File: src/rtl/btn_pkg.sv
// btn_pkg: shared state encoding and counter sizing for the button event blocks
package btn_pkg;
   typedef enum logic [2:0] {
      IDLE    = 3'd0,
      PRESSED = 3'd1,
      LONG    = 3'd2,
      GAP     = 3'd3,
      SECOND  = 3'd4
   } state_t;
   function automatic int clog2_max(input int a, input int b, input int c);
      int m;
      m = (a > b) ? a : b;
      m = (m > c) ? m : c;
      return $clog2(m) + 1;
   endfunction
endpackage

File: src/rtl/edge_detect.sv
// edge_detect: registered copy of a clk-synchronous level with rise/fall strobes
module edge_detect (
   input  logic clk,
   input  logic rst,
   input  logic i_d,
   output logic o_rise,
   output logic o_fall
);
   logic r_q;
   logic r_arm;
   // The first sample after reset only establishes the baseline, so a level that is
   // already high when reset releases is not mistaken for a new edge.
   always_ff @(posedge clk or posedge rst) begin
      if (rst) begin
         r_q   <= 1'b0;
         r_arm <= 1'b0;
      end else begin
         r_q   <= i_d;
         r_arm <= 1'b1;
      end
   end
   assign o_rise = r_arm & i_d & ~r_q;
   assign o_fall = r_arm & ~i_d & r_q;
endmodule

File: src/rtl/button_event.sv
// button_event: turns a debounced button level into press/release/click/long/repeat strobes
module button_event import btn_pkg::*; #(
   parameter int LONG_CYCLES    = 50_000_000,
   parameter int REPEAT_CYCLES  = 10_000_000,
   parameter int DBL_GAP_CYCLES = 12_500_000,
   parameter int DBL_EN         = 1
) (
   input  logic clk,
   input  logic rst,
   input  logic db_in,
   input  logic en,
   output logic press_pulse,
   output logic release_pulse,
   output logic short_pulse,
   output logic double_pulse,
   output logic long_pulse,
   output logic repeat_pulse,
   output logic held
);
   localparam int CW = clog2_max(LONG_CYCLES, REPEAT_CYCLES, DBL_GAP_CYCLES);
   localparam logic [CW-1:0] L_END = CW'(LONG_CYCLES - 1);
   localparam logic [CW-1:0] R_END = CW'(REPEAT_CYCLES - 1);
   localparam logic [CW-1:0] G_END = CW'(DBL_GAP_CYCLES - 1);
   state_t r_state, w_state_nxt;
   logic [CW-1:0] r_cnt, w_cnt_nxt;
   logic [5:0] r_stb;
   logic r_held;
   logic w_rise, w_fall;
   logic w_press, w_rel, w_short, w_dbl, w_long, w_rep;
   edge_detect u_edge (
      .clk   (clk),
      .rst   (rst),
      .i_d   (db_in),
      .o_rise(w_rise),
      .o_fall(w_fall)
   );
   // Next state, counter and strobes; a falling or rising edge always outranks a timer
   // expiring in the same cycle, and any state change restarts the counter.
   always_comb begin
      w_state_nxt = r_state;
      w_cnt_nxt   = r_cnt + CW'(1);
      w_press     = 1'b0;
      w_rel       = 1'b0;
      w_short     = 1'b0;
      w_dbl       = 1'b0;
      w_long      = 1'b0;
      w_rep       = 1'b0;
      if (!en) begin
         w_state_nxt = IDLE;
      end else begin
         case (r_state)
            IDLE: begin
               w_cnt_nxt = '0;
               if (w_rise) begin
                  w_state_nxt = PRESSED;
                  w_press     = 1'b1;
               end
            end
            PRESSED: begin
               if (w_fall) begin
                  w_rel       = 1'b1;
                  w_short     = (DBL_EN == 0);
                  w_state_nxt = (DBL_EN != 0) ? GAP : IDLE;
               end else if (r_cnt == L_END) begin
                  w_long      = 1'b1;
                  w_state_nxt = LONG;
               end
            end
            LONG: begin
               if (w_fall) begin
                  w_rel       = 1'b1;
                  w_state_nxt = IDLE;
               end else if (r_cnt == R_END) begin
                  w_rep     = 1'b1;
                  w_cnt_nxt = '0;
               end
            end
            GAP: begin
               if (w_rise) begin
                  w_press     = 1'b1;
                  w_dbl       = 1'b1;
                  w_state_nxt = SECOND;
               end else if (r_cnt == G_END) begin
                  w_short     = 1'b1;
                  w_state_nxt = IDLE;
               end
            end
            SECOND: begin
               w_cnt_nxt = '0;
               if (w_fall) begin
                  w_rel       = 1'b1;
                  w_state_nxt = IDLE;
               end
            end
            default: w_state_nxt = IDLE;
         endcase
      end
      if (w_state_nxt != r_state) w_cnt_nxt = '0;
   end
   // State, counter and all outputs are registered so every strobe is glitch-free.
   always_ff @(posedge clk or posedge rst) begin
      if (rst) begin
         r_state <= IDLE;
         r_cnt   <= '0;
         r_stb   <= '0;
         r_held  <= 1'b0;
      end else begin
         r_state <= w_state_nxt;
         r_cnt   <= w_cnt_nxt;
         r_stb   <= {w_press, w_rel, w_short, w_dbl, w_long, w_rep};
         r_held  <= (w_state_nxt == PRESSED) || (w_state_nxt == LONG) || (w_state_nxt == SECOND);
      end
   end
   assign {press_pulse, release_pulse, short_pulse, double_pulse, long_pulse, repeat_pulse} = r_stb;
   assign held = r_held;
endmodule

File: config.mk
export PLATFORM = sky130hd
export DESIGN_NAME = button_event
export DESIGN_NICKNAME = d
export VERILOG_FILES = /design/src/rtl/btn_pkg.sv /design/src/rtl/edge_detect.sv /design/src/rtl/button_event.sv
export SDC_FILE = /design/constraint.sdc
export NUM_CORES = 1
export LEC_CHECK = 0
export ABC_AREA = 1
export CAP_MARGIN = 10
export CORE_MARGIN = 2
export CORE_UTILIZATION = 45
export CTS_CLUSTER_DIAMETER = 100
export DETAILED_ROUTE_END_ITERATION = 10
export PLACE_DENSITY = 0.72
export SYNTH_ARGS = -nofsm -noshare
export SYNTH_HDL_FRONTEND = slang
export SYNTH_HIERARCHICAL = 1
export SYNTH_SLANG_ARGS = --single-unit
File: constraint.sdc
create_clock -name clk -period 2.6 [get_ports clk]
set_input_delay 0.26 -clock clk [delete_from_list [all_inputs] [get_ports clk]]
set_output_delay 0.26 -clock clk [all_outputs]
set_load 0.03 [all_outputs]
==> flow_summary.yaml, run 1 <==
setup_path:
  cp_common_cell: "nand2_1"
  cp_data_required_time_ns: 2.78
  path_class: "reg -> reg"
  endpoint_kind: "flip-flop"
  cp_cell_sequence: "ha_1 -> nand2_1 -> nor2_2 -> nand2_1 -> nor2_1 -> nand2_1 -> nand2_1 -> nand2_1 -> nand2_1 -> nand3_1 -> nand2_2 -> nor2_4 -> nand2_4 -> buf_12 -> nor2_1"
  slowest_stage: "dfrtp_1"
  path_buf_inv: 1
  path_delay_family: "simple AND/OR/NAND/NOR gates"
  cp_max_fo: 27
  crit_path_start_kind: "flip-flop"
  max_stage_delay_ns: 0.38
  arrival_ns: 2.38
sta:
  hold_viol: 0
  maxSlewHeadroom_pct: 67.0
  setup-tns-final_ns: 0
  slew_viol_final: 0
  skew_ns: 0.00429
  worst_slew_pin_slew_ns: 0.490
  min_period_ns: 2.19
  setup_ws_ns: 0.409
  period_share_pct: 84.3
  finalSetupViolations: 0
  rsz0062_at_grt: "no"
  fmax_mhz: 456
power_and_ir_drop:
  ir_drop_uv: 190
  leakage_nw: 1.20
  powerDensity_nw_per_um2: 412
routing:
  drc: 0
  ant_nets: 0
  post_drt_via_cell_ratio: 5.06
  dr.pass1.iters: 4
  met3_length_um: 255
  vias: 2093
  wl_met2_mm: 2.41
  wl_met1_mm: 2.52
  drt-initial-drc-count: 153
  wl_mm: 5.26
  top_layer_used: "met4"
  wire_per_inst_um: 12.7
clocking:
  cts_sinks: 39
  postCtsHoldBufs: 0
  cts_tree: "built"
  clkTransAtPathRegs_ns: 0.08
  clkLatencyLatePin_ns: 0.30
  cts_max_path_buffers: 2
  cts_resized: 0
  cts_buffers: 5
  cts-root-buf: "clkbuf_8"
  cts_setup_buffers: 0
  cts_max_level: 2
final_layout:
  final_util_pct: 52.8
  drive_gt1_share_pct: 14.8
  register_area_um2: 976
  multi_input_area_um2: 1280
  synthToLayoutAreaGrowth_pct: 11.4
  final_cell_mix: "72 x nand2_1, 47 x nor2_1, 43 x inv_1"
  final_nets: 348
  fillerInstances: 529
  final_common_cell: "nand2_1"
  n_antenna_cell: 0
place:
  place_congestion: 0.916
  dp_slack_ns: 0.361
  place.detailed.hpwl_mm: 3.97
  portBuffers: 10
synthesis:
  synth-xor-area-share_pct: 1.42
  synth_nets: 330
  synth_area_leader_cell: "dfrtp_1"
  synthArstFlopShare_pct: 100
  synth_edf_count: 0
  avgSynthCellArea_um2: 7.59
  synth_cells: 325
  ys_seq_area_share_pct: 39.6
  synth_mux_area_share_pct: 0
  ys_ff_latch: 39
  synth-simple-area-share_pct: 45.6
  syn_area_um2: 2470
  synth_top_family_by_area: "simple AND/OR/NAND/NOR gates"
  yosys_most_used_dff: "dfrtp_1"
  synthAdderAreaFrac_pct: 0.507
  synth.top_cell.area_share_pct: 39.6
  synth_compound_area_share_pct: 4.11
  synth.area.top_cells: "dfrtp_1 40%, nand2_1 11%, nor2_4 10%, nor2_1 7.2%, nand3_1 6.7%"
  ys_types: 32
  yosys_warnings: 6
min_path:
  min_path_type: "in -> async"
floorplanning:
  placementRows: 26
  die_w_um: 78.0
  io_pins: 11
  die_area_um2: 6090
  core_um2: 5200
  fp.dieH_um: 78.0
  start_util_pct: 47.4
grt:
  grt_pass1_wl_mm: 9.16
  grt_usage_pct: 19.2
  grt_pass1_vias: 1984
  grt_max_degree: 38
  antenna_found_initial: 0
  gr-total-overflow: 0
flow_run:
  maxCapViolCount: 0
run_status:
  status: "finished, final reports clean"
==> metal layers <==
| layer | vias up | global-route usage [%] |
|---|---|---|
| met1 | 967 | 26.3 |
| met2 | 49 | 30.4 |
| met5 | - | 0 |
| li1 | 1068 | - |
| met4 | 0 | 6.14 |
| met3 | 9 | 4.14 |
==> per-stage QoR <==
step                      cell area (um2)  power (W)  hold WS [ns]  instances
final                                2750    0.00113         0.140        414
after global routing                 2750    0.00118         0.166        414
after CTS                            2750    0.00114         0.143        414
after detailed placement             2660   0.000731         0.462        406
after global placement               2660   0.000730         0.449        406
after floorplan                      2470   0.000707       0.00118        325
==> report_power, final <==
part	switching (W)	internal (W)	total [W]
Combinational	0.0000671	0.0000296	0.0000966
Sequential	0.00000683	0.000615	0.000622
Clock	0.000228	0.000187	0.000415
Total	0.000302	0.000831	0.00113
==> final timing paths <==
kind                            startpoint         end  slack, ns  depth (start not counted)
worst max-delay path              r_cnt[0]   r_cnt[26]       0.41                         15
worst min-delay path                   rst  u_edge/r_q       0.14                          2
worst max register to register    r_cnt[0]   r_cnt[26]       0.41                         15
worst min register to register    r_cnt[0]    r_cnt[0]       0.56                          2
max in group asynchronous              rst   r_cnt[11]       1.89                          3
min in group clk                     db_in  u_edge/r_q       0.47                          1
==> cell type report <==
cell class / instances / share of cell area (%)
clock inverters: 3 / 0.728
repair buffers: 16 / 5.74
inverters: 43 / 5.87
multi-input cells: 238 / 46.5
clock buffers: 5 / 2.50
flip-flops and latches: 39 / 35.5
well taps: 70 / 3.19
==> Yosys cell counts, types with 2 or more instances <==
library cell / number
nand2_1: 72
nand4_1: 8
dfrtp_1: 39
nor2_1: 47
buf_12: 2
nor2_4: 23
nand3_1: 33
o21ai_0: 8
or2_2: 5
clkbuf_1: 2
nor2_2: 2
inv_1: 43
nor3_1: 8
nor4_1: 4
a21oi_1: 5
xor2_1: 4
nand3b_1: 2
nand2_2: 4
==> kinds of logic (layout without fill, tap and decap cells) <==
logic type / Yosys count / in the layout
and+or+nand+nor: 214 / 214
buffers and inverters: 48 / 67
DFF: 39 / 39
AOI/OAI and AO/OA: 18 / 18
xor gates and xnor gates: 4 / 4
adders and majority gates: 1 / 1
other: 1 / 1
==> state kept, by name (all words and copies together), names as in the netlist <==
name and flops:
held 1, r_state 3, u_edge/r_q 1, u_edge/r_arm 1
r_cnt 27, r_stb 6
==> worst reg2reg max path: stages, from the launching register on <==
cell and delay (ns):
dfrtp_1 0.38, ha_1 0.23, nand2_1 0.11, nor2_2 0.18, nand2_1 0.10, nor2_1 0.10, nand2_1 0.10, nand2_1 0.07
nand2_1 0.04, nand2_1 0.12, nand3_1 0.09, nand2_2 0.10, nor2_4 0.04, nand2_4 0.07, buf_12 0.27, nor2_1 0.09
Power figures use the tool's default switching activity.
==> inputs of run 2 (changes only) <==
- clock period: 2.6 -> 2.2 ns (I/O delays scaled with it)
==> run 2 against run 1 <==
Net effect:
- global-route usage rose by 0.55 points
- setup slack got worse by 0.20 ns
- maximum frequency rose by 10%
- critical path type unchanged
==> flow_summary.yaml, run 2 (same netlist as run 1, synthesis figures left out) <==
final_layout:
  largest_reg_flops: 27
  final_cell_mix: "71 x nand2_1, 46 x nor2_1, 43 x inv_1"
  final_util_pct: 54.2
  drive_gt1_share_pct: 16.2
  top_regs: "r_cnt: 27 flops, r_stb: 6 flops, r_state: 3 flops"
  fillerInstances: 502
  final_nets: 349
  instances_no_fill: 415
  top_register: "r_cnt"
  register_area_um2: 977
  multi_input_area_um2: 1290
  n_antenna_cell: 0
  final_common_cell: "nand2_1"
  synthToLayoutAreaGrowth_pct: 14.2
sta:
  rsz0062_at_grt: "no"
  slew_viol_final: 0
  min_period_ns: 1.99
  skew_ns: 0.00800
  fmax_mhz: 502
  period_share_pct: 90.6
  setup_ws_ns: 0.207
  finalSetupViolations: 0
  hold_viol: 0
power_and_ir_drop:
  combPwrFrac_pct: 8.7
  p_int_w: 0.00111
  switching_share_pct: 24.1
  seqPwrFrac_pct: 50.3
  p_clk_share_pct: 41.0
  ir_drop_uv: 246
  powerDensity_nw_per_um2: 519
  leakage_nw: 1.23
  p_sw_w: 0.000352
clocking:
  clkTransAtPathRegs_ns: 0.08
  cts_buffers: 5
  cts_setup_buffers: 0
  cts_sinks: 39
  cts_max_path_buffers: 2
  cts_max_level: 2
  cts_tree: "built"
  cts-root-buf: "clkbuf_8"
  clkLatencyLatePin_ns: 0.29
place:
  place.detailed.hpwl_mm: 3.92
  place_congestion: 0.904
  dp_slack_ns: -0.000130
  portBuffers: 10
  dp.cells: 407
grt:
  antenna_found_initial: 0
  grt_max_degree: 38
  gr-total-overflow: 0
  grt_pass1_vias: 2070
  grt_usage_pct: 19.7
  grt_pass1_wl_mm: 9.58
floorplanning:
  fp.dieH_um: 78.0
  die_area_um2: 6090
  core_um2: 5200
  die_w_um: 78.0
  start_util_pct: 47.4
  placementRows: 26
  io_pins: 11
min_path:
  min_path_type: "in -> async"
setup_path:
  arrival_ns: 2.18
  path_class: "reg -> reg"
  crit_path_start_kind: "flip-flop"
  cp_data_required_time_ns: 2.38
  endpoint_kind: "flip-flop"
  cp_max_fo: 12
routing:
  vias: 2073
  wire_per_inst_um: 12.6
  drc: 0
  ant_nets: 0
  dr.pass1.iters: 4
  post_drt_via_cell_ratio: 5.00
  wl_mm: 5.22
  drt-initial-drc-count: 130
flow_run:
  maxCapViolCount: 0
run_status:
  status: "finished, final reports clean"
run 2: what timing repair did:
| action | in CTS | in global routing |
|---|---|---|
| resized for setup | 0 | 5 |
| hold buffers | 0 | 0 |
| endpoints found under the setup margin | 0 | 27 |
run 2: power by group through the flow:
stage               registers, W  logic (W)  clock network (W)
finish                  0.000735   0.000127           0.000600
global route            0.000737   0.000143           0.000656
CTS                     0.000735   0.000128           0.000613
detailed placement      0.000749   0.000128                  0
global placement        0.000749   0.000126                  0
floorplan               0.000750  0.0000860                  0
run 2: metal layers:
metal  track usage (%)  vias to the layer above  share of wire [%]
met2              31.8                       45                 45
met3              3.10                        4                4.3
met5                 0                        -                  0
li1                  -                     1069                  -
met4              5.26                        0               0.73
met1              27.8                      955                 50
run 2: through the flow:
step	hold WS, ns	setup TNS (ns)	total power (W)	area (um2)
2_1_floorplan	-0.0388	0	0.000836	2470
3_3_place_gp	0.407	0	0.000875	2690
3_5_place_dp	0.409	-0.000130	0.000877	2690
4_1_cts	0.0892	0	0.00148	2810
5_1_grt	0.118	0	0.00154	2820
6_report	0.0941	0	0.00146	2820
run 2: layout make-up:
| type | count | share of cell area [%] |
|---|---|---|
| clock buffer | 5 | 2.44 |
| clock inverter | 3 | 1.55 |
| inverter | 43 | 5.73 |
| multi-input combinational | 238 | 45.8 |
| sequential | 39 | 34.7 |
| tap | 70 | 3.11 |
| timing repair buffer | 17 | 6.75 |
run 2: worst paths after layout:
check / start / to / slack [ns] / cells after the start
max: r_cnt[0] / r_cnt[26] / 0.21 / 15
min: rst / u_edge/r_q / 0.09 / 2
max reg2reg: r_cnt[0] / r_cnt[26] / 0.21 / 15
min reg2reg: r_cnt[0] / r_cnt[0] / 0.55 / 2
max in group asynchronous: rst / r_cnt[4] / 1.46 / 3
min in group clk: db_in / u_edge/r_q / 0.42 / 1
run 2: critical path: stages (launching register included):
cell     delay [ns]
dfrtp_1        0.37
ha_2           0.20
nand2_2        0.09
nor2_4         0.13
nand3_1        0.08
nor2_1         0.09
nand2_1        0.09
a21oi_1        0.13
nand2_1        0.10
nand2_2        0.08
nand2_1        0.07
nand2_2        0.08
nor2_4         0.04
nand2_4        0.09
buf_12         0.19
nor2_1         0.06
==> inputs of run 3 (changes only) <==
- SKIP_LAST_GASP: not set -> 1
==> run 3 against run 2 <==
Net effect:
- first-iteration DRC count rose by 6.2%
- sequential share of layout area barely moved
- final area barely moved
- global-route usage is the same
- total power grew 0.13%
- die area stayed put
- critical path depth stayed put
- critical endpoint is now r_cnt[1]
- largest power group unchanged
- highest routed layer unchanged
==> flow_summary.yaml, run 3 (same netlist as run 1, synthesis figures left out) <==
run_status:
  status: "finished, final reports clean"
sta:
  slew_viol_final: 0
  period_share_pct: 91.1
  min_period_ns: 2.00
  hold_viol: 0
  skew_ns: 0.00813
  rsz0062_at_grt: "yes"
  setup_ws_ns: 0.197
  fmax_mhz: 499
  finalSetupViolations: 0
setup_path:
  cp_data_required_time_ns: 2.39
  arrival_ns: 2.19
  cp_max_fo: 15
  max_stage_delay_ns: 0.37
  slowest_stage: "dfrtp_1"
  crit_path_start_kind: "flip-flop"
  r2r_start: "r_cnt[0]"
  path_class: "reg -> reg"
  cp_cell_sequence: "ha_2 -> nand2_2 -> nor2_4 -> nand3_1 -> nor2_1 -> nand2_1 -> a21oi_1 -> nand2_1 -> nand2_2 -> nand2_1 -> nand2_2 -> nor2_4 -> nand2_4 -> buf_12 -> nor2_1"
  endpoint_kind: "flip-flop"
  startpoint: "r_cnt[0]"
power_and_ir_drop:
  leakage_nw: 1.22
  switching_share_pct: 24.2
  ir_drop_uv: 245
  p_sw_w: 0.000354
  powerDensity_nw_per_um2: 520
  p_clk_share_pct: 41.1
  combPwrFrac_pct: 8.7
  p_int_w: 0.00111
  seqPwrFrac_pct: 50.2
routing:
  ant_nets: 0
  wire_per_inst_um: 12.5
  post_drt_via_cell_ratio: 5.04
  dr.pass1.iters: 4
  drc: 0
  vias: 2090
  wl_mm: 5.20
  drt-initial-drc-count: 138
clocking:
  cts_max_path_buffers: 2
  cts-root-buf: "clkbuf_8"
  cts_setup_buffers: 0
  cts_tree: "built"
  cts_buffers: 5
  cts_sinks: 39
  clkLatencyLatePin_ns: 0.29
  cts_max_level: 2
  clkTransAtPathRegs_ns: 0.08
grt:
  grt_pass1_wl_mm: 9.58
  gr-total-overflow: 0
  grt_pass1_vias: 2070
  antenna_found_initial: 0
  grt_max_degree: 38
  grt_usage_pct: 19.7
final_layout:
  final_common_cell: "nand2_1"
  final_util_pct: 54.1
  final_cell_mix: "71 x nand2_1, 47 x nor2_1, 43 x inv_1"
  synthToLayoutAreaGrowth_pct: 14.1
  top_register: "r_cnt"
  n_antenna_cell: 0
  top_regs: "r_cnt: 27 flops, r_stb: 6 flops, r_state: 3 flops"
  final_nets: 349
  largest_reg_flops: 27
  drive_gt1_share_pct: 15.9
floorplanning:
  io_pins: 11
  start_util_pct: 47.4
  core_um2: 5200
  die_area_um2: 6090
  die_w_um: 78.0
  fp.dieH_um: 78.0
  placementRows: 26
place:
  portBuffers: 10
  place_congestion: 0.904
  place.detailed.hpwl_mm: 3.92
  dp_slack_ns: -0.000130
min_path:
  min_path_type: "in -> async"
flow_run:
  maxCapViolCount: 0
==> run 3: cell counts in the layout (fill, tap and decap cells not counted) <==
Identical to the previous run, type by type.
==> run 3: area by class of cell <==
type / count / area, um2
Clock buffer: 5 / 68.8
Inverter: 43 / 161
Fill cell: 501 / 2390
Tap cell: 70 / 87.6
Multi-Input combinational cell: 238 / 1290
Sequential cell: 39 / 977
Timing Repair Buffer: 17 / 190
Clock inverter: 3 / 43.8
==> run 3: worst max-delay path: cells and delay by family, from the launching register on <==
family,cells,cell delay (ns)
AND/OR/NAND/NOR,12,1.00
flip-flops,1,0.37
adder cells (fa/ha/maj),1,0.20
buffers and inverters,1,0.18
AO/OA/AOI/OAI,1,0.13
==> run 3: power by group through the flow <==
stage          combinational, W  sequential [W]  clock (W)
3_3_place_gp           0.000126        0.000749          0
3_5_place_dp           0.000128        0.000749          0
2_1_floorplan         0.0000860        0.000750          0
6_report               0.000127        0.000735   0.000602
5_1_grt                0.000143        0.000737   0.000656
4_1_cts                0.000128        0.000735   0.000613
==> run 3: repair_timing <==
action / 4_1_cts / 5_1_grt
setup endpoints to repair: 0 / 27
hold buffers: 0 / 0
resized for setup: 0 / 4
endpoints found under the hold margin: 0 / 0
==> run 3: path summary, 6_finish.rpt <==
kind | end | slack (ns) | cells past startpoint
max in group asynchronous | r_cnt[4] | 1.47 | 3
worst max register to register | r_cnt[1] | 0.20 | 15
worst min register to register | r_cnt[0] | 0.55 | 2
worst min-delay path | u_edge/r_q | 0.09 | 2
min in group clk | u_edge/r_q | 0.42 | 1
worst max-delay path | r_cnt[1] | 0.20 | 15
==> run 3: metrics by stage <==
stage	cells	total power [W]	cell area (um2)	TNS (ns)	hold WS, ns
floorplan	325	0.000836	2470	0	-0.0388
global placement	407	0.000875	2690	0	0.407
detailed placement	407	0.000877	2690	-0.000130	0.409
CTS	415	0.00148	2810	0	0.0892
global route	415	0.00154	2820	-0.000870	0.118
finish	415	0.00146	2820	0	0.0949
==> run 3: per-layer routing <==
layer  global-route usage (%)  vias up  routed length [um]
met1                     27.8      973                2640
met5                        0        -                   0
met2                     31.8       43                2320
li1                         -     1070                   -
met4                     5.26        0                  38
met3                     3.10        4                 203
